--- src/rtl/row_window_buffer_pkg.sv ---
// rtl/row_window_buffer_pkg.sv - shared defaults and row-state encoding for the row window buffer
package row_window_buffer_pkg;

    localparam int WIDTH_DEF   = 32;
    localparam int ROW_LEN_DEF = 8;

    // Row state: which of the first two rows is being captured, or steady-state streaming.
    typedef enum logic [1:0] {
        FILL0  = 2'd0,
        FILL1  = 2'd1,
        STREAM = 2'd2
    } row_state_e;

endpackage

--- src/rtl/row_window_buffer_if.sv ---
// rtl/row_window_buffer_if.sv - pixel-in / column-triple-out handshake bundle
// Signals: in_valid/in_ready/in_data/in_sof (pixel stream into the buffer),
//          out_valid/out_ready/out_word0..2/out_col (column triple out of the buffer).
// slave  : the buffer's view (consumes pixels, produces triples).
// master : the surrounding view (produces pixels, consumes triples).
interface row_window_buffer_if #(
    parameter int WIDTH = 32,
    parameter int COL_W = 3
);
    logic             in_valid;
    logic             in_ready;
    logic [WIDTH-1:0] in_data;
    logic             in_sof;
    logic             out_valid;
    logic             out_ready;
    logic [WIDTH-1:0] out_word0;
    logic [WIDTH-1:0] out_word1;
    logic [WIDTH-1:0] out_word2;
    logic [COL_W-1:0] out_col;

    modport slave (
        input  in_valid, in_data, in_sof, out_ready,
        output in_ready, out_valid, out_word0, out_word1, out_word2, out_col
    );

    modport master (
        output in_valid, in_data, in_sof, out_ready,
        input  in_ready, out_valid, out_word0, out_word1, out_word2, out_col
    );
endinterface

--- src/rtl/row_line_ram.sv ---
// rtl/row_line_ram.sv - one row of pixel storage, async read, sync write with enable
// Ports: clk; we_i/waddr_i/wdata_i write port; raddr_i/rdata_o asynchronous read port.
// Contents are intentionally not reset; the row state machine refills them after reset.
module row_line_ram #(
    parameter int WIDTH = 32,
    parameter int DEPTH = 8,
    parameter int AW    = 3
) (
    input  logic             clk,
    input  logic             we_i,
    input  logic [AW-1:0]    waddr_i,
    input  logic [WIDTH-1:0] wdata_i,
    input  logic [AW-1:0]    raddr_i,
    output logic [WIDTH-1:0] rdata_o
);
    logic [WIDTH-1:0] mem_q [DEPTH];

    always_ff @(posedge clk) begin
        if (we_i) begin
            mem_q[waddr_i] <= wdata_i;
        end
    end

    assign rdata_o = mem_q[raddr_i];
endmodule

--- src/rtl/row_window_buffer.sv ---
// rtl/row_window_buffer.sv - two-row line buffer emitting vertical column triples (r-2, r-1, r)
// Ports: clk, rst (synchronous, active-high); bus (slave view of row_window_buffer_if):
//        pixel input in_valid/in_ready/in_data/in_sof, triple output
//        out_valid/out_ready/out_word0..2/out_col.
// Line A holds row r-2, line B holds row r-1; each accepted pixel shifts its column B->A, pixel->B.
module row_window_buffer
    import row_window_buffer_pkg::*;
#(
    parameter int WIDTH   = WIDTH_DEF,
    parameter int ROW_LEN = ROW_LEN_DEF,
    parameter int COL_W   = 3
) (
    input logic            clk,
    input logic            rst,
    row_window_buffer_if.slave bus
);
    row_state_e       state_q, state_d;
    logic [COL_W-1:0] col_q, col_d;
    logic             out_valid_q, out_valid_d;
    logic [WIDTH-1:0] word0_q, word0_d;
    logic [WIDTH-1:0] word1_q, word1_d;
    logic [WIDTH-1:0] word2_q, word2_d;
    logic [COL_W-1:0] out_col_q, out_col_d;

    logic             in_ready;
    logic             accept;
    logic             col_last;
    logic [COL_W-1:0] addr;
    logic             a_we, b_we;
    logic [WIDTH-1:0] a_rd, b_rd;

    // Single output register: a new pixel may enter only if the register is empty or draining.
    assign in_ready = !out_valid_q || bus.out_ready;
    assign accept   = bus.in_valid && in_ready;
    assign col_last = (col_q == COL_W'(ROW_LEN - 1));
    // A start-of-frame pixel always lands in column 0, whatever the counter says.
    assign addr     = bus.in_sof ? '0 : col_q;

    // Line A takes B's pre-write value: async read of B sees the old contents this cycle.
    row_line_ram #(.WIDTH(WIDTH), .DEPTH(ROW_LEN), .AW(COL_W)) u_line_a (
        .clk     (clk),
        .we_i    (a_we),
        .waddr_i (addr),
        .wdata_i (b_rd),
        .raddr_i (addr),
        .rdata_o (a_rd)
    );

    row_line_ram #(.WIDTH(WIDTH), .DEPTH(ROW_LEN), .AW(COL_W)) u_line_b (
        .clk     (clk),
        .we_i    (b_we),
        .waddr_i (addr),
        .wdata_i (bus.in_data),
        .raddr_i (addr),
        .rdata_o (b_rd)
    );

    always_ff @(posedge clk) begin
        if (rst) begin
            state_q     <= FILL0;
            col_q       <= '0;
            out_valid_q <= 1'b0;
            word0_q     <= '0;
            word1_q     <= '0;
            word2_q     <= '0;
            out_col_q   <= '0;
        end else begin
            state_q     <= state_d;
            col_q       <= col_d;
            out_valid_q <= out_valid_d;
            word0_q     <= word0_d;
            word1_q     <= word1_d;
            word2_q     <= word2_d;
            out_col_q   <= out_col_d;
        end
    end

    always_comb begin
        state_d     = state_q;
        col_d       = col_q;
        out_valid_d = out_valid_q && !bus.out_ready;
        word0_d     = word0_q;
        word1_d     = word1_q;
        word2_d     = word2_q;
        out_col_d   = out_col_q;
        a_we        = 1'b0;
        b_we        = 1'b0;

        if (accept) begin
            if (bus.in_sof) begin
                state_d = FILL0;
                col_d   = COL_W'(1);
                b_we    = 1'b1;
            end else begin
                col_d = col_last ? '0 : col_q + 1'b1;
                unique case (state_q)
                    FILL0: begin
                        b_we = 1'b1;
                        if (col_last) state_d = FILL1;
                    end
                    FILL1: begin
                        a_we = 1'b1;
                        b_we = 1'b1;
                        if (col_last) state_d = STREAM;
                    end
                    STREAM: begin
                        a_we        = 1'b1;
                        b_we        = 1'b1;
                        out_valid_d = 1'b1;
                        word0_d     = a_rd;
                        word1_d     = b_rd;
                        word2_d     = bus.in_data;
                        out_col_d   = col_q;
                    end
                    default: state_d = FILL0;
                endcase
            end
        end
    end

    assign bus.in_ready  = in_ready;
    assign bus.out_valid = out_valid_q;
    assign bus.out_word0 = word0_q;
    assign bus.out_word1 = word1_q;
    assign bus.out_word2 = word2_q;
    assign bus.out_col   = out_col_q;
endmodule

--- src/flat_wrapper.sv ---
// flat-port wrapper written by rule: the top's interface ports become plain ports
module row_window_buffer_flat import row_window_buffer_pkg::*;
#(
    parameter int WIDTH   = WIDTH_DEF,
    parameter int ROW_LEN = ROW_LEN_DEF,
    parameter int COL_W   = 3
)
  (clk, rst, bus_in_valid, bus_in_data, bus_in_sof, bus_out_ready, bus_in_ready, bus_out_valid, bus_out_word0, bus_out_word1, bus_out_word2, bus_out_col);
  row_window_buffer_if #(.WIDTH(WIDTH), .COL_W(COL_W)) bus_i ();
  input logic clk;
  input logic rst;
  input wire logic [$bits(bus_i.in_valid)-1:0] bus_in_valid;
  input wire logic [$bits(bus_i.in_data)-1:0] bus_in_data;
  input wire logic [$bits(bus_i.in_sof)-1:0] bus_in_sof;
  input wire logic [$bits(bus_i.out_ready)-1:0] bus_out_ready;
  output wire logic [$bits(bus_i.in_ready)-1:0] bus_in_ready;
  output wire logic [$bits(bus_i.out_valid)-1:0] bus_out_valid;
  output wire logic [$bits(bus_i.out_word0)-1:0] bus_out_word0;
  output wire logic [$bits(bus_i.out_word1)-1:0] bus_out_word1;
  output wire logic [$bits(bus_i.out_word2)-1:0] bus_out_word2;
  output wire logic [$bits(bus_i.out_col)-1:0] bus_out_col;
  assign bus_i.in_valid = bus_in_valid;
  assign bus_i.in_data = bus_in_data;
  assign bus_i.in_sof = bus_in_sof;
  assign bus_i.out_ready = bus_out_ready;
  assign bus_in_ready = bus_i.in_ready;
  assign bus_out_valid = bus_i.out_valid;
  assign bus_out_word0 = bus_i.out_word0;
  assign bus_out_word1 = bus_i.out_word1;
  assign bus_out_word2 = bus_i.out_word2;
  assign bus_out_col = bus_i.out_col;
  row_window_buffer #(.WIDTH(WIDTH), .ROW_LEN(ROW_LEN), .COL_W(COL_W)) u_core (.clk(clk), .rst(rst), .bus(bus_i));
endmodule
--- config.mk ---
export PLATFORM = sky130hd
export DESIGN_NAME = row_window_buffer_flat
export DESIGN_NICKNAME = d
export VERILOG_FILES = /design/src/rtl/row_window_buffer_pkg.sv /design/src/rtl/row_window_buffer_if.sv /design/src/rtl/row_line_ram.sv /design/src/rtl/row_window_buffer.sv /design/src/flat_wrapper.sv
export SDC_FILE = /design/constraint.sdc
export NUM_CORES = 1
export LEC_CHECK = 0
export CAP_MARGIN = 0
export CORE_MARGIN = 2
export CORE_UTILIZATION = 39
export CTS_CLUSTER_DIAMETER = 150
export DETAILED_ROUTE_END_ITERATION = 10
export PLACE_DENSITY_LB_ADDON = 0.3
export SYNTH_ARGS = -nofsm -noshare
export SYNTH_HDL_FRONTEND = slang
export SYNTH_SLANG_ARGS = --single-unit
--- constraint.sdc ---
create_clock -name clk -period 7.73 [get_ports clk]
set_input_delay 1.546 -clock clk [delete_from_list [all_inputs] [get_ports clk]]
set_output_delay 1.546 -clock clk [all_outputs]
set_load 0.02 [all_outputs]
==> impl_metrics.csv, run 1 <==
group,metric,value,unit
global_route,antenna_violations_before_repair,1,
detailed_routing,route.final.wire_length,62400,um
clocking,tritoncts,"yes",
sta,fmax,218,MHz
synthesis,synth_commonest_cells,"512 x sky130_fd_sc_hd__edfxtp_1, 154 x sky130_fd_sc_hd__nand2_1, 105 x sky130_fd_sc_hd__dfxtp_1, 84 x sky130_fd_sc_hd__mux2i_1, 64 x sky130_fd_sc_hd__nor2_1",
detailed_routing,drt_iter0_drc,1341,
die,placeableCoreArea,60200,um2
detailed_routing,antenna_violating_nets_post_route,0,
clocking,cts_setup_buffers,0,
synthesis,syn_nets,1577,
synthesis,syn_area,23700,um2
finish,drive_above_1_share,10.4,%
finish,antenna_cells_inserted,0,
finish,multiInputGateArea,5550,um2
sta,final_critical_path_required_period,4.58,ns
setup_path,cp-end-kind,"output port",
synthesis,synthSimpleGateAreaFrac,5.76,%
sta,worst_slew_pin_slew,1.31,ns
finish,finalCoreUtilization,46.0,%
synthesis,synth_xor_area_share,0,%
setup_path,max_stage_delay,0.68,ns
setup_path,critPathSlowestCell,"sky130_fd_sc_hd__clkdlybuf4s50_1",
worst_hold_path,worst_hold_startpoint,"u_core.bus.out_col[1]",
setup_path,critPathMostFrequentCell,"sky130_fd_sc_hd__clkdlybuf4s50_1",
finish,fillers,5124,
sta,grt_setup_unrepaired,"false",
run_status,run_status,"completed",
pwr,vdd_ir_drop_max,0.144,mV
pwr,power.total,6830,uW
global_route,groute.usage.overall,19.6,%
clocking,cts_max_level,2,
setup_path,worst_r2r_endpoint,"u_core.u_line_a.mem_q[6][18]",
die,die_x,250,um
detailed_routing,detail_route.first_pass.iterations,6,
sta,max_slew_margin,12.3,%
sta,timing.final.hold_violations,0,
synthesis,synth-compound-area-share,11.6,%
setup_path,worst-path-buf-inv,2,
sta,fin_skew,0.0139,ns
pwr,leak_pwr,0.00859,uW
setup_path,reg2reg_slack,3.90,ns
finish,area_growth_syn_to_layout,17.0,%
detailed_routing,wl_per_cell,25.1,um
synthesis,synth_seq_cells,617,
detailed_routing,routed-via-count,14100,
synthesis,top_post_synthesis_cells_by_area,"sky130_fd_sc_hd__edfxtp_1 65%, sky130_fd_sc_hd__dfxtp_1 8.9%, sky130_fd_sc_hd__mux2i_1 3.6%",
worst_hold_path,min_delay_worst_endpoint,"u_core.bus.out_col[1]",
clocking,cts.path.max_buffers,3,
setup_path,critical_path.cell_chain,"clkdlybuf4s50_1 > nand2b_1 > clkdlybuf4s50_1",
placed_design,worst_setup_slack_after_placement,2.82,ns
finish,sequential_cell_area,17500,um2
synthesis,post_synth_top_area_cell,"sky130_fd_sc_hd__edfxtp_1",
synthesis,mapped_avg_cell_area,15.4,um2
die,floorplan.initialDensity,39.3,%
setup_path,setup.worst_path.class,"primary input to output port",
die,io_pins,138,
synthesis,synth_top_flop_cell,"sky130_fd_sc_hd__edfxtp_1",
synthesis,netlist_instances,1534,
synthesis,synthAdderAreaFrac,0.317,%
pwr,power_per_cell_area,247,nW/um2
synthesis,yosys_warnings,0,
sta,post-route-worst-setup-slack,3.15,ns
sta,timing.final.crit_share,59.2,%
job,max-cap-violations,0,
synthesis,yosysSeqAreaShare,73.8,%
sta,final.setup.tns,0,ns
synthesis,async_flop_share,0,%
synthesis,synth-edff-count,512,
sta,setup_viol,0,
global_route,grt_max_degree,58,
setup_path,reg2regPathDepth,5,
placed_design,place.gp.congestion,0.757,
synthesis,yosys.cell_count.top_type,"sky130_fd_sc_hd__edfxtp_1",
clocking,holdBufCountCts,0,
setup_path,cp.required,6.18,ns
clocking,tritoncts.num_buffers,60,
die,placement_rows,90,
worst_hold_path,hold_path.class,"flip-flop to flip-flop",
clocking,cts_root_buffer,"sky130_fd_sc_hd__clkbuf_16",
synthesis,synth_top_area_share,64.9,%
synthesis,netlist-cell-type-count,66,
detailed_routing,drcViolationCount,0,
detailed_routing,route.detailed.vias_per_inst,5.68,
synthesis,synth.area.mux_share,5.40,%
setup_path,kind_of_start_point_of_the_critical_path,"primary input",
setup_path,reg_to_reg_start,"u_core.col_q[0]",
sta,report.final.slew_viol_count,0,
clocking,cts-resized-gates,0,
global_route,first_global_vias,13900,
clocking,numClockSinks,617,
setup_path,worst-path-max-fanout,6,
global_route,grt_pass1_wl,91200,um
synthesis,synth_top_family_by_area,"compound AO/OA/AOI/OAI gates",
worst_hold_path,whs_path_depth,2,
clocking,clk_latency,0.63,ns
finish,finish.net_count,1698,
die,die_area,62700,um2
clocking,cts.clk_slew.worst_paths,0.06,ns
setup_path,cp_top_family,"buffers and inverters",
global_route,grt-ovfl-total,0,
placed_design,placement.io_buffers,137,
die,fp.dieH,250,um
setup_path,cp.arrival,3.03,ns
placed_design,detailedPlacementHpwl,35700,um
==> flip-flops by register name (all words and copies together) (netlist names) <==
signal and flops:
u_core.u_line_b.mem_q 256, u_core.u_line_a.mem_q 256, u_core.bus.out_word1 32, u_core.bus.out_col 3
u_core.bus.out_word0 32, u_core.state_q 2, u_core.bus.out_word2 32, u_core.col_q 3
u_core.bus.out_valid 1
==> cell families (layout without fill, tap and decap cells) <==
logic type,after synthesis,in the layout
flops,617,617
compound gates,359,359
simple gates,292,292
buf+inv,144,317
mux,116,116
fa+ha+maj,6,6
==> how the worst max path moves through the flow <==
stage,from,to,slack [ns],cells after the start
final,bus_out_ready,bus_in_ready,3.15,3
after global routing,bus_out_ready,bus_in_ready,3.13,3
after CTS,bus_out_ready,bus_in_ready,3.18,3
after detailed placement,bus_in_sof,u_core.u_line_b.mem_q[1][17],2.82,6
after global placement,bus_in_sof,u_core.u_line_b.mem_q[1][17],2.96,6
after floorplan,bus_in_sof,u_core.u_line_b.mem_q[1][0],1.71,6
==> per-layer routing <==
metal,global-route usage [%],routed length [um],vias up,share of wire (%)
met1,26.8,26600,7149,43
met4,5.95,1450,0,2.3
met2,31.8,29900,570,48
met3,3.61,4500,110,7.2
met5,0,0,-,0
li1,-,-,6297,-
==> worst reg2reg max path: stages, from the launching register on <==
cell                       delay (ns)
sky130_fd_sc_hd__dfxtp_4         0.88
sky130_fd_sc_hd__buf_4           0.70
sky130_fd_sc_hd__nand3b_1        0.87
sky130_fd_sc_hd__o22ai_1         0.48
sky130_fd_sc_hd__a221oi_1        0.12
sky130_fd_sc_hd__o211ai_1        0.46
==> placed cells by master, fill, tap and decap left out, types with 5 or more instances in the layout <==
cell,Yosys,layout
sky130_fd_sc_hd__nor2_4,1,7
sky130_fd_sc_hd__nor3_2,1,5
sky130_fd_sc_hd__inv_1,31,31
sky130_fd_sc_hd__o21ai_1,6,6
sky130_fd_sc_hd__nand2b_1,6,6
sky130_fd_sc_hd__a22oi_1,26,26
sky130_fd_sc_hd__a221oi_1,37,37
sky130_fd_sc_hd__o211ai_1,10,10
sky130_fd_sc_hd__a21oi_1,50,50
sky130_fd_sc_hd__nor2_1,64,56
sky130_fd_sc_hd__clkinv_2,0,7
sky130_fd_sc_hd__o221a_1,14,14
sky130_fd_sc_hd__nand3_1,8,8
sky130_fd_sc_hd__a22o_1,14,14
sky130_fd_sc_hd__mux4_2,7,7
sky130_fd_sc_hd__a222oi_1,13,13
sky130_fd_sc_hd__nand2_1,154,154
sky130_fd_sc_hd__o22ai_1,37,37
sky130_fd_sc_hd__ha_1,6,6
sky130_fd_sc_hd__clkinv_1,0,9
sky130_fd_sc_hd__buf_4,12,37
sky130_fd_sc_hd__or2_1,12,12
sky130_fd_sc_hd__mux2_2,10,10
sky130_fd_sc_hd__o21ai_0,17,17
sky130_fd_sc_hd__dfxtp_1,105,102
sky130_fd_sc_hd__a31oi_1,11,11
sky130_fd_sc_hd__mux2_1,15,15
sky130_fd_sc_hd__clkbuf_16,0,62
sky130_fd_sc_hd__o221ai_1,7,7
sky130_fd_sc_hd__a311oi_1,32,32
sky130_fd_sc_hd__o22a_1,6,6
sky130_fd_sc_hd__a211oi_1,34,34
sky130_fd_sc_hd__clkbuf_1,36,23
sky130_fd_sc_hd__o2111ai_1,15,15
sky130_fd_sc_hd__clkbuf_8,0,7
sky130_fd_sc_hd__mux2i_1,84,84
sky130_fd_sc_hd__edfxtp_1,512,512
sky130_fd_sc_hd__clkdlybuf4s50_1,0,135
sky130_fd_sc_hd__a32oi_1,14,14
==> stage by stage <==
| step | cell area, um2 | hold slack (ns) | instances |
|---|---|---|---|
| floorplan | 23700 | 0.483 | 1534 |
| global placement | 25800 | 0.443 | 2375 |
| detailed placement | 25800 | 0.449 | 2375 |
| CTS | 27700 | 0.459 | 2489 |
| global route | 27700 | 0.479 | 2489 |
| finish | 27700 | 0.457 | 2489 |
==> report_power, final <==
group	switching (uW)	internal [uW]
Clock	1220	1670
Sequential	14.4	3640
Combinational	201	83.2
==> layout make-up <==
| cell class | instances | share of cell area [%] |
|---|---|---|
| clock inverters | 22 | 0.772 |
| multi-input cells | 773 | 20.0 |
| inverters | 31 | 0.420 |
| flip-flops and latches | 617 | 63.1 |
| repair buffers | 172 | 5.88 |
| clock buffers | 92 | 6.26 |
| well taps | 782 | 3.53 |
No activity file was read; power rests on OpenSTA's default activity.
==> run 2: changes to the inputs <==
Clock period 7.73 ns to 4.1 ns, I/O delays scaled along.
==> run 2 against run 1 <==
Routed wire length grew 1.1%. Worst setup slack got worse by 2.2 ns. Sequential power increased by 89%. Critical path depth stayed put. Power rose by 92%. Register-to-register slack got worse by 2.8 ns. Cell area rose by 2.0%.
==> impl_metrics.csv, run 2 (synthesized netlist as in run 1, its figures left out) <==
group,metric,value,unit
run_status,run_status,"completed",
clocking,numClockSinks,617,
sta,report.final.slew_viol_count,0,
setup_path,critical_path.cell_chain,"clkdlybuf4s50_1 > nand2b_1 > clkdlybuf4s50_1",
setup_path,setup.worst_path.class,"primary input to output port",
detailed_routing,wl_per_cell,25.0,um
pwr,leak_pwr,0.00886,uW
die,fp.dieH,250,um
placed_design,place.detailed.instances,2413,
sta,max_slew_margin,18.8,%
detailed_routing,routed-via-count,14300,
sta,fin_skew,0.0161,ns
setup_path,cp.required,3.28,ns
clocking,cts_root_buffer,"sky130_fd_sc_hd__clkbuf_16",
pwr,power_per_cell_area,465,nW/um2
global_route,grt_pass1_wl,92500,um
placed_design,place_area,26200,um2
placed_design,detailedPlacementHpwl,39500,um
finish,sequential_cell_area,17500,um2
setup_path,critPathSlowestCell,"sky130_fd_sc_hd__clkdlybuf4s50_1",
global_route,antenna_violations_before_repair,2,
finish,mostFrequentLayoutCell,"sky130_fd_sc_hd__edfxtp_1",
finish,multiInputGateArea,5600,um2
global_route,grt_max_degree,70,
detailed_routing,antenna_violating_nets_post_route,0,
detailed_routing,drt_iter0_drc,1387,
finish,fin_area,28300,um2
setup_path,critPathMostFrequentCell,"sky130_fd_sc_hd__clkdlybuf4s50_1",
global_route,groute.usage.overall,19.9,%
clocking,cts_setup_buffers,0,
clocking,cts.path.max_buffers,3,
setup_path,cp.arrival,2.31,ns
global_route,first_global_vias,14100,
finish,layout.cells.most_common_list,"512 x sky130_fd_sc_hd__edfxtp_1, 154 x sky130_fd_sc_hd__nand2_1, 135 x sky130_fd_sc_hd__clkdlybuf4s50_1",
placed_design,place.gp.congestion,0.787,
sta,timing.final.crit_share,76.2,%
setup_path,cp_top_family,"buffers and inverters",
setup_path,max_stage_delay,0.69,ns
setup_path,kind_of_start_point_of_the_critical_path,"primary input",
clocking,cts_max_level,2,
setup_path,worst-path-max-fanout,6,
finish,fillers,5147,
placed_design,placement.io_buffers,137,
finish,layout.cells.non_filler,2525,
detailed_routing,route.final.wire_length,63000,um
finish,finalCoreUtilization,46.9,%
clocking,clk_latency,0.62,ns
sta,final_critical_path_required_period,3.13,ns
pwr,power.total,13100,uW
die,die_x,250,um
detailed_routing,detail_route.first_pass.iterations,6,
pwr,vdd_ir_drop_max,0.310,mV
clocking,cts-resized-gates,0,
die,placement_rows,90,
sta,setup_viol,0,
setup_path,worst-path-buf-inv,2,
job,max-cap-violations,0,
sta,timing.final.hold_violations,0,
setup_path,cp-end-kind,"output port",
sta,grt_setup_unrepaired,"false",
worst_hold_path,hold_path.class,"flip-flop to flip-flop",
finish,area_growth_syn_to_layout,19.3,%
die,placeableCoreArea,60200,um2
die,die_area,62700,um2
sta,worst_slew_pin_slew,1.22,ns
clocking,tritoncts,"yes",
finish,drive_above_1_share,12.7,%
finish,finish.net_count,1736,
sta,fmax,320,MHz
finish,largest_registers_ranked_by_flip_flop_count,"u_core.u_line_a.mem_q: 256 flops, u_core.u_line_b.mem_q: 256 flops",
die,floorplan.initialDensity,39.3,%
die,io_pins,138,
finish,antenna_cells_inserted,0,
global_route,grt-ovfl-total,0,
clocking,cts.clk_slew.worst_paths,0.06,ns
detailed_routing,drcViolationCount,0,
detailed_routing,route.detailed.vias_per_inst,5.68,
clocking,holdBufCountCts,0,
clocking,tritoncts.num_buffers,60,
-- run 2: layout make-up --
class,instances,area share [%]
Tap cell,782,3.46
Timing Repair Buffer,210,7.17
Inverter,31,0.412
Clock inverter,21,1.02
Clock buffer,91,6.23
Sequential cell,617,61.9
Multi-Input combinational cell,773,19.8
-- run 2: worst min-delay path: cells and delay by family (launching register included) --
family,cells,cell delay (ns)
AOI/OAI and AO/OA,1,0.05
DFF,1,0.31
and+or+nand+nor,1,0.05
-- run 2: worst paths after layout --
path,slack [ns],to,depth (start not counted),from
worst min register to register,0.46,u_core.bus.out_word2[6],2,u_core.bus.out_word2[6]
worst max-delay path,0.97,bus_in_ready,3,bus_out_ready
worst max register to register,1.09,u_core.u_line_a.mem_q[7][0],5,u_core.col_q[0]
worst min-delay path,0.46,u_core.bus.out_word2[6],2,u_core.bus.out_word2[6]
-- run 2: metrics by stage --
| stage | worst slack, ns | setup TNS (ns) | hold slack (ns) |
|---|---|---|---|
| floorplan | -0.236 | -15.07 | 0.483 |
| global placement | 0.747 | 0 | 0.444 |
| detailed placement | 0.735 | 0 | 0.450 |
| CTS | 1.02 | 0 | 0.461 |
| global route | 0.935 | 0 | 0.482 |
| finish | 0.974 | 0 | 0.457 |
-- run 2: per-layer routing --
layer	vias to the layer above	track usage, %	wire, um
li1	6378	-	-
met2	542	31.9	29600
met4	2	6.59	1730
met5	-	0	13
met1	7310	27.6	27500
met3	111	3.45	4190
-- run 2: power by group --
group / internal (uW) / switching, uW / total, uW
logic: 170 / 399 / 569
clock network: 3380 / 2280 / 5670
registers: 6860 / 30.2 / 6890
total: 10400 / 2710 / 13100
